File: src/rtl/channel_receiver.sv
// channel_receiver: four-phase handshake receiver driving two saturating level registers.
// Asynchronous up/down requests are synchronized and edge-detected.
// Each detected request runs through the IDLE -> APPLY -> ACK handshake.
module channel_receiver #(
    parameter int unsigned WIDTH      = 8,
    parameter int unsigned LEVEL_MAX  = 255,
    parameter int unsigned LEVEL_INIT = 0
) (
    input  logic             Clk,
    input  logic             Reset,
    input  logic             Ch1_up,
    input  logic             Ch1_down,
    input  logic             Ch2_up,
    input  logic             Ch2_down,
    output logic [WIDTH-1:0] Ch1_level,
    output logic [WIDTH-1:0] Ch2_level,
    output logic             Ack,
    output logic             Busy,
    output logic             Error
);

    localparam logic [WIDTH-1:0] LVL_MAX  = WIDTH'(LEVEL_MAX);
    localparam logic [WIDTH-1:0] LVL_INIT = WIDTH'(LEVEL_INIT);
    localparam logic [WIDTH-1:0] LVL_ONE  = WIDTH'(1);
    localparam logic [WIDTH-1:0] LVL_ZERO = WIDTH'(0);

    typedef enum logic [1:0] {
        IDLE  = 2'd0,
        APPLY = 2'd1,
        ACK   = 2'd2
    } state_t;

    // Bit order everywhere: {ch2_down, ch2_up, ch1_down, ch1_up}
    logic [3:0] req_raw;
    logic [3:0] sync1;
    logic [3:0] sync2;
    logic [3:0] hist;
    logic [3:0] cmd;
    logic       seen;
    logic       cmd_legal;
    state_t     state;

    assign req_raw   = {Ch2_down, Ch2_up, Ch1_down, Ch1_up};
    assign seen      = |(sync2 & ~hist);
    // Legal means exactly one request bit set
    assign cmd_legal = (cmd != 4'd0) && ((cmd & (cmd - 4'd1)) == 4'd0);

    // Two-flop synchronizer followed by a history flop for rising-edge detection
    always_ff @(posedge Clk) begin
        if (Reset) begin
            sync1 <= 4'd0;
            sync2 <= 4'd0;
            hist  <= 4'd0;
        end else begin
            sync1 <= req_raw;
            sync2 <= sync1;
            hist  <= sync2;
        end
    end

    // Handshake FSM with registered levels, Ack, Busy and sticky Error
    always_ff @(posedge Clk) begin
        if (Reset) begin
            state     <= IDLE;
            cmd       <= 4'd0;
            Ch1_level <= LVL_INIT;
            Ch2_level <= LVL_INIT;
            Ack       <= 1'b0;
            Busy      <= 1'b0;
            Error     <= 1'b0;
        end else begin
            case (state)
                IDLE: begin
                    if (seen) begin
                        state <= APPLY;
                        cmd   <= sync2;
                        Busy  <= 1'b1;
                    end
                end
                APPLY: begin
                    state <= ACK;
                    Ack   <= 1'b1;
                    if (cmd_legal) begin
                        if (cmd[0] && (Ch1_level < LVL_MAX))  Ch1_level <= Ch1_level + LVL_ONE;
                        if (cmd[1] && (Ch1_level > LVL_ZERO)) Ch1_level <= Ch1_level - LVL_ONE;
                        if (cmd[2] && (Ch2_level < LVL_MAX))  Ch2_level <= Ch2_level + LVL_ONE;
                        if (cmd[3] && (Ch2_level > LVL_ZERO)) Ch2_level <= Ch2_level - LVL_ONE;
                    end else begin
                        Error <= 1'b1;
                    end
                end
                ACK: begin
                    // Sender must drop every request line before the next command
                    if (sync2 == 4'd0) begin
                        state <= IDLE;
                        Ack   <= 1'b0;
                        Busy  <= 1'b0;
                    end
                end
                default: begin
                    state <= IDLE;
                    Ack   <= 1'b0;
                    Busy  <= 1'b0;
                end
            endcase
        end
    end

endmodule
File: config.mk
export PLATFORM = sky130hd
export DESIGN_NAME = channel_receiver
export DESIGN_NICKNAME = d
export VERILOG_FILES = /design/src/rtl/channel_receiver.sv
export SDC_FILE = /design/constraint.sdc
export NUM_CORES = 1
export LEC_CHECK = 0
export ABC_AREA = 1
export CELL_PAD_IN_SITES_DETAIL_PLACEMENT = 0
export CELL_PAD_IN_SITES_GLOBAL_PLACEMENT = 1
export CORE_MARGIN = 3
export CORE_UTILIZATION = 38
export CTS_BUF_LIST = sky130_fd_sc_hd__clkbuf_4 sky130_fd_sc_hd__clkbuf_8
export CTS_CLUSTER_DIAMETER = 150
export DETAILED_ROUTE_END_ITERATION = 7
export HOLD_SLACK_MARGIN = 0.06
export PLACE_DENSITY = 0.82
export SYNTH_ARGS = -nofsm -noshare
export SYNTH_HDL_FRONTEND = slang
export SYNTH_SLANG_ARGS = --single-unit
File: constraint.sdc
create_clock -name Clk -period 2.2 [get_ports Clk]
set_input_delay 0.22 -clock Clk [delete_from_list [all_inputs] [get_ports Clk]]
set_output_delay 0.22 -clock Clk [all_outputs]
set_load 0.05 [all_outputs]
==> impl_metrics.toml, run 1 <==
[pwr]
clkPwrFrac_pct = 33.0
p_seq_share_pct = 49.8
comb_power_share_pct = 17.1
peakVddDrop_v = 0.000340
power.density_mw_per_mm2 = 554
p_int_uw = 1010
p_leak_uw = 0.00116
switching_share_pct = 29.7
power_switching_uw = 428

[floorplanning]
rows = 25
die_width_um = 78.2
fp.dieH_um = 78.2
core_sq_mm = 0.00488
initial_core_util_pct = 40.5
dieArea_sq_mm = 0.00611
ios = 25

[layout]
antenna_cells = 0
final_layout_size_suffix_gt1_share_pct = 26.8
area_growth_syn_to_layout_pct = 31.8
fin_nets = 320
post-route-util_pct = 53.4

[worst_setup_path]
worstPathArrival_ns = 2.28
startpoint_type = "flip-flop"
crit_fanout = 5
reg2reg_slack_ns = 0.15
end_kind = "flip-flop"
worst-setup-path-type = "reg2reg"
critPathRequiredTime_ns = 2.42

[clocking]
clockRootBuffer = "clkbuf_8"
tritoncts = "done"
htreeDepth = 2
clk_pin_slew_ns = 0.08
numCtsBuffers = 5
clock_latency_ns = 0.29
cts.sink_count = 37
clk_path_buf_depth = 2
holdBufCountCts = 0

[synth]
ys_seq_elements = 37
syn_area_sq_mm = 0.00198
synthCells = 257
syn_nets = 276
async_flop_share_pct = 0
yosysUniqueCellTypes = 37
ys_seq_area_share_pct = 37.4
synth.most_common_cell = "inv_1"
synth_common_cells = "39 x inv_1, 37 x dfxtp_1, 37 x nand2_1, 28 x nor2_1, 24 x a21oi_1"
synth-edff-count = 0
synth_area_leaders = "dfxtp_1 37%, inv_1 7.4%, nand2_1 7.0%"
ys.flop_type = "dfxtp_1"
yosysWarningCount = 0
synth.largest_area_cell = "dfxtp_1"
syn_area_per_cell_sq_um = 7.70
synth_top_cell_area_share_pct = 37.4

[route]
routedWlPerCell_um = 11.4
drc = 0
firstDrtPassIters = 4
via_per_inst = 4.69
drt-total-wl_mm = 4.20
drtAntennaViolNets = 0
drt-initial-drc-count = 79
num_vias = 1731

[global_routing]
grt_pass1_vias = 1583
grt_util_all_layers_pct = 14.3
grt_overflow = 0
grt_pass1_wl_mm = 7.00
antenna_found_initial = 0
grt_max_degree = 23

[min_path]
hold_path.class = "reg2reg"

[place]
post-dp-hpwl_mm = 2.99
gp_congestion = 0.850
place_worst_setup_slack_ns = 0.0499
port_buffers = 24

[timing]
fin_crit_sh_pct = 93.3
slew_headroom_pct = 66.0
tns_ns = 0
tightest_slew_ns = 0.509
setup_viol = 0
fin_crit_ns = 2.05
hold_viol = 0
slew_violations = 0
rsz0062_at_grt = "true"
worst_slack_ns = 0.148
fin_skew_ns = 0.00373
clock.fmax_ghz = 0.487

[run_status]
outcome = "complete, no violations"

[job]
drv_cap = 0
==> layout by cell type, fill, tap and decap left out, drive strengths merged <==
cell            n
inv            44
nand2          41
dfxtp          37
nor2           32
a21oi          26
clkdlybuf4s50  24
o21ai          23
buf            17
nand3          12
ha             11
nand4           8
xor2            6
clkbuf          5
o22ai           3
xnor2           2
a211oi          2
fa              2
clkinv          2
nor3            1
o21bai          1
o211ai          1
or2             1
clkinvlp        1
==> area by class of cell <==
| cell class | instances | area (sq um) |
|---|---|---|
| fillers | 495 | 2270 |
| multi-input cells | 172 | 1120 |
| flip-flops and latches | 37 | 773 |
| repair buffers | 41 | 368 |
| inverters | 44 | 175 |
| well taps | 67 | 83.8 |
| clock buffers | 5 | 68.8 |
| clock inverters | 3 | 21.3 |
==> kinds of logic after synthesis <==
logic type	count (synthesis)	synth area share [%]
DFF	37	37.4
buffers and inverters	48	10.2
xor gates and xnor gates	8	3.54
AOI/OAI and AO/OA	56	16.8
adders and majority gates	13	8.98
and+or+nand+nor	95	23.0
==> repair_timing <==
action,in CTS,in global routing
setup endpoints to repair,0,8
gates resized for setup,0,24
buffers inserted,0,7
endpoints found under the hold margin,0,0
==> registers in the layout, summed over array words and instances (netlist names) <==
signal	flops
Ack	1
Error	1
sync1	4
Ch1_level	8
hist	4
sync2	4
Ch2_level	8
Busy	1
cmd	4
state	2
==> stage by stage <==
step | area (sq um) | instances | hold slack (ns) | total power (uW)
6_report | 2610 | 369 | 0.402 | 1440
2_1_floorplan | 2000 | 257 | 0.327 | 908
3_5_place_dp | 2370 | 354 | 0.395 | 974
5_1_grt | 2610 | 369 | 0.425 | 1520
4_1_cts | 2460 | 362 | 0.405 | 1460
3_3_place_gp | 2370 | 354 | 0.390 | 972
==> power by group through the flow <==
| stage | logic, uW | clock network (uW) | registers (uW) |
|---|---|---|---|
| floorplan | 132 | 0 | 777 |
| global placement | 233 | 0 | 739 |
| detailed placement | 234 | 0 | 740 |
| CTS | 235 | 500 | 724 |
| global route | 273 | 526 | 723 |
| finish | 247 | 477 | 719 |
==> layer usage <==
layer	track usage, %	wire length (um)
met1	18.3	2060
met2	22.2	1850
met3	4.13	168
met4	6.82	118
met5	0	0
==> path summary, 6_finish.rpt <==
path / cells past startpoint / end / startpoint
hold / removal: 2 / sync2[0]$_SDFF_PP0_ / sync1[0]$_SDFF_PP0_
setup / recovery: 11 / Ch1_level[6]$_SDFFE_PP0P_ / Ch1_level[6]$_SDFFE_PP0P_
setup reg to reg: 11 / Ch1_level[6]$_SDFFE_PP0P_ / Ch1_level[6]$_SDFFE_PP0P_
hold reg to reg: 2 / sync2[0]$_SDFF_PP0_ / sync1[0]$_SDFF_PP0_
==> critical path: stages, from the launching register on <==
cell and delay (ns):
dfxtp_4 0.39, inv_1 0.04, nand3_1 0.12, o21ai_2 0.08, buf_4 0.14, fa_1 0.42, o21ai_2 0.17, a21oi_1 0.08
o21bai_1 0.17, xor2_1 0.16, nand2_1 0.08, a21oi_2 0.12
No activity file was read; power rests on OpenSTA's default activity.
==> run 2: changes to the inputs <==
Settings changed: ABC_AREA 1 to 0, CORE_UTILIZATION 38 to 39.
==> impl_metrics.toml, run 2 <==
[global_routing]
grt_overflow = 0
grt_max_degree = 38
grt_pass1_wl_mm = 7.90
antenna_found_initial = 0
grt_pass1_vias = 1721
grt_util_all_layers_pct = 16.4

[synth]
yosysUniqueCellTypes = 45
synthCells = 227
syn_nets = 246
syn_area_per_cell_sq_um = 8.67
ys_seq_area_share_pct = 37.6
synth_common_cells = "37 x dfxtp_1, 35 x nor2_1, 18 x inv_1, 16 x a21oi_1"
ys.flop_type = "dfxtp_1"
yosysWarningCount = 0
async_flop_share_pct = 0
synth.most_common_cell = "dfxtp_1"
ys_seq_elements = 37
synth_area_leaders = "dfxtp_1 38%, ha_1 7.0%, nor2_1 6.7%"
synth-edff-count = 0
syn_area_sq_mm = 0.00197
synth_top_cell_area_share_pct = 37.6
synth.largest_area_cell = "dfxtp_1"

[layout]
final_layout_size_suffix_gt1_share_pct = 36.3
layout_commonest_cell = "buf_4"
instances_no_fill = 370
fin_nets = 321
top_regs = "Ch1_level x8, Ch2_level x8"
antenna_cells = 0
area_growth_syn_to_layout_pct = 53.3
layout_common_cells = "47 x buf_4, 34 x nor2_1, 24 x clkdlybuf4s50_1, 23 x dfxtp_1, 17 x inv_1"

[floorplanning]
ios = 25
fp.dieH_um = 77.0
initial_core_util_pct = 41.1
die_width_um = 77.0
core_sq_mm = 0.00479
rows = 25
dieArea_sq_mm = 0.00594

[worst_setup_path]
reg2reg_from = "Ch2_level[4]$_SDFFE_PP0P_"
startpoint_type = "flip-flop"
crit_start = "Ch2_level[4]$_SDFFE_PP0P_"
worst-setup-path-type = "reg2reg"
worstPathArrival_ns = 2.94
critPathRequiredTime_ns = 2.43
crit_fanout = 4
reg2reg_slack_ns = -0.52
end_kind = "flip-flop"

[place]
gp_congestion = 0.790
post-dp-hpwl_mm = 3.41
port_buffers = 24
dpl.cell_count = 360

[run_status]
violations = "setup timing"
outcome = "finished, violations left"

[clocking]
tritoncts = "done"
clk_pin_slew_ns = 0.07
numCtsBuffers = 5
clockRootBuffer = "clkbuf_8"
clock_latency_ns = 0.29
clk_path_buf_depth = 2
htreeDepth = 2
cts.sink_count = 37
holdBufCountCts = 0

[timing]
fin_crit_sh_pct = 123
worst_slack_ns = -0.516
rsz0062_at_grt = "true"
slew_violations = 0
hold_slack_ns = 0.436
hold_viol = 0
fin_crit_ns = 2.72
slew_headroom_pct = 58.4
setup_viol = 8
tightest_slew_ns = 0.619
clock.fmax_ghz = 0.368
fin_skew_ns = 0.00446

[pwr]
power.density_mw_per_mm2 = 416
p_leak_uw = 0.00113
finalPower_uw = 1260
peakVddDrop_v = 0.000430

[route]
firstDrtPassIters = 4
drt-initial-drc-count = 59
drt-total-wl_mm = 4.54
drc = 0
via_per_inst = 4.90
routedWlPerCell_um = 12.3
drtAntennaViolNets = 0
num_vias = 1812

[job]
drv_cap = 0

[min_path]
hold_path.class = "reg2reg"
min_from = "sync1[2]$_SDFF_PP0_"
==> run 2: cell count changes after synthesis, moves of 5 or more <==
cell | before | now
mux2i_1 | 0 | 7
nand3_1 | 10 | 4
xnor2_1 | 2 | 10
inv_1 | 39 | 18
o21ai_1 | 10 | 1
nor2b_1 | 0 | 12
a21oi_1 | 24 | 16
a211oi_1 | 1 | 6
xor2_1 | 6 | 1
nand2_1 | 37 | 5
nor2_1 | 28 | 35
==> run 2: worst max-delay path, stage by stage, from the launching register on <==
cell and delay (ns):
dfxtp_4 0.34, or4_4 0.54, o21ai_4 0.17, inv_4 0.09, ha_4 0.25, a211oi_4 0.22
o21ai_1 0.13, a41o_1 0.19, o21a_1 0.17, or4_1 0.41, a21oi_2 0.13
==> run 2: routing by layer <==
metal | track usage (%) | wire, um | part of all wire [%]
met1 | 21.8 | 2170 | 48
met2 | 26.3 | 2130 | 47
met3 | 3.87 | 173 | 3.8
met5 | 0 | 0 | 0
met4 | 5.34 | 65 | 1.4
==> run 2: path summary, 6_finish.rpt <==
path / to / depth (start not counted)
worst max-delay path: Ch2_level[7]$_SDFFE_PP0P_ / 10
worst min-delay path: sync2[2]$_SDFF_PP0_ / 1
worst max register to register: Ch2_level[7]$_SDFFE_PP0P_ / 10
worst min register to register: sync2[2]$_SDFF_PP0_ / 1
==> run 2: cell families after synthesis <==
kind of cell,share of synthesized area [%]
buffers and inverters,4.96
and+or+nand+nor,20.2
AOI/OAI and AO/OA,19.2
DFF,37.6
muxes,4.13
adders and majority gates,9.03
xor gates and xnor gates,4.89
==> run 2: area by class of cell <==
type	count	area, sq um
inverter	19	76.3
clock inverter	3	17.5
timing repair buffer	74	636
tap	67	83.8
sequential	37	773
fill	418	1770
clock buffer	5	68.8
multi-input combinational	165	1360
==> run 2: per-stage QoR <==
step | cell area (sq um) | utilization [%] | setup slack (ns) | TNS [ns]
detailed placement | 2840 | 59.2 | -0.523 | -2.26
global route | 3020 | 63.1 | -0.652 | -3.21
global placement | 2840 | 59.2 | -0.458 | -2.07
floorplan | 2160 | - | -0.639 | -2.51
CTS | 2980 | 62.2 | -0.515 | -2.15
finish | 3020 | 63.1 | -0.516 | -2.13
==> run 2: power by group <==
part	switching [uW]	internal (uW)
clock	239	219
sequential	12.1	682
combinational	63.0	42.3
==> run 2: repair_timing <==
action | 4_1_cts | 5_1_grt
pin swaps | 19 | 6
gates resized for setup | 12 | 6
buffers inserted | 3 | 2
gates cloned | 0 | 0
setup endpoints to repair | 8 | 10
==> run 3: changes to the inputs <==
Settings changed: CTS_CLUSTER_DIAMETER 150 to 30.
==> results of run 3 <==
The final DEF is identical to that of run 2; final timing and power are the same.
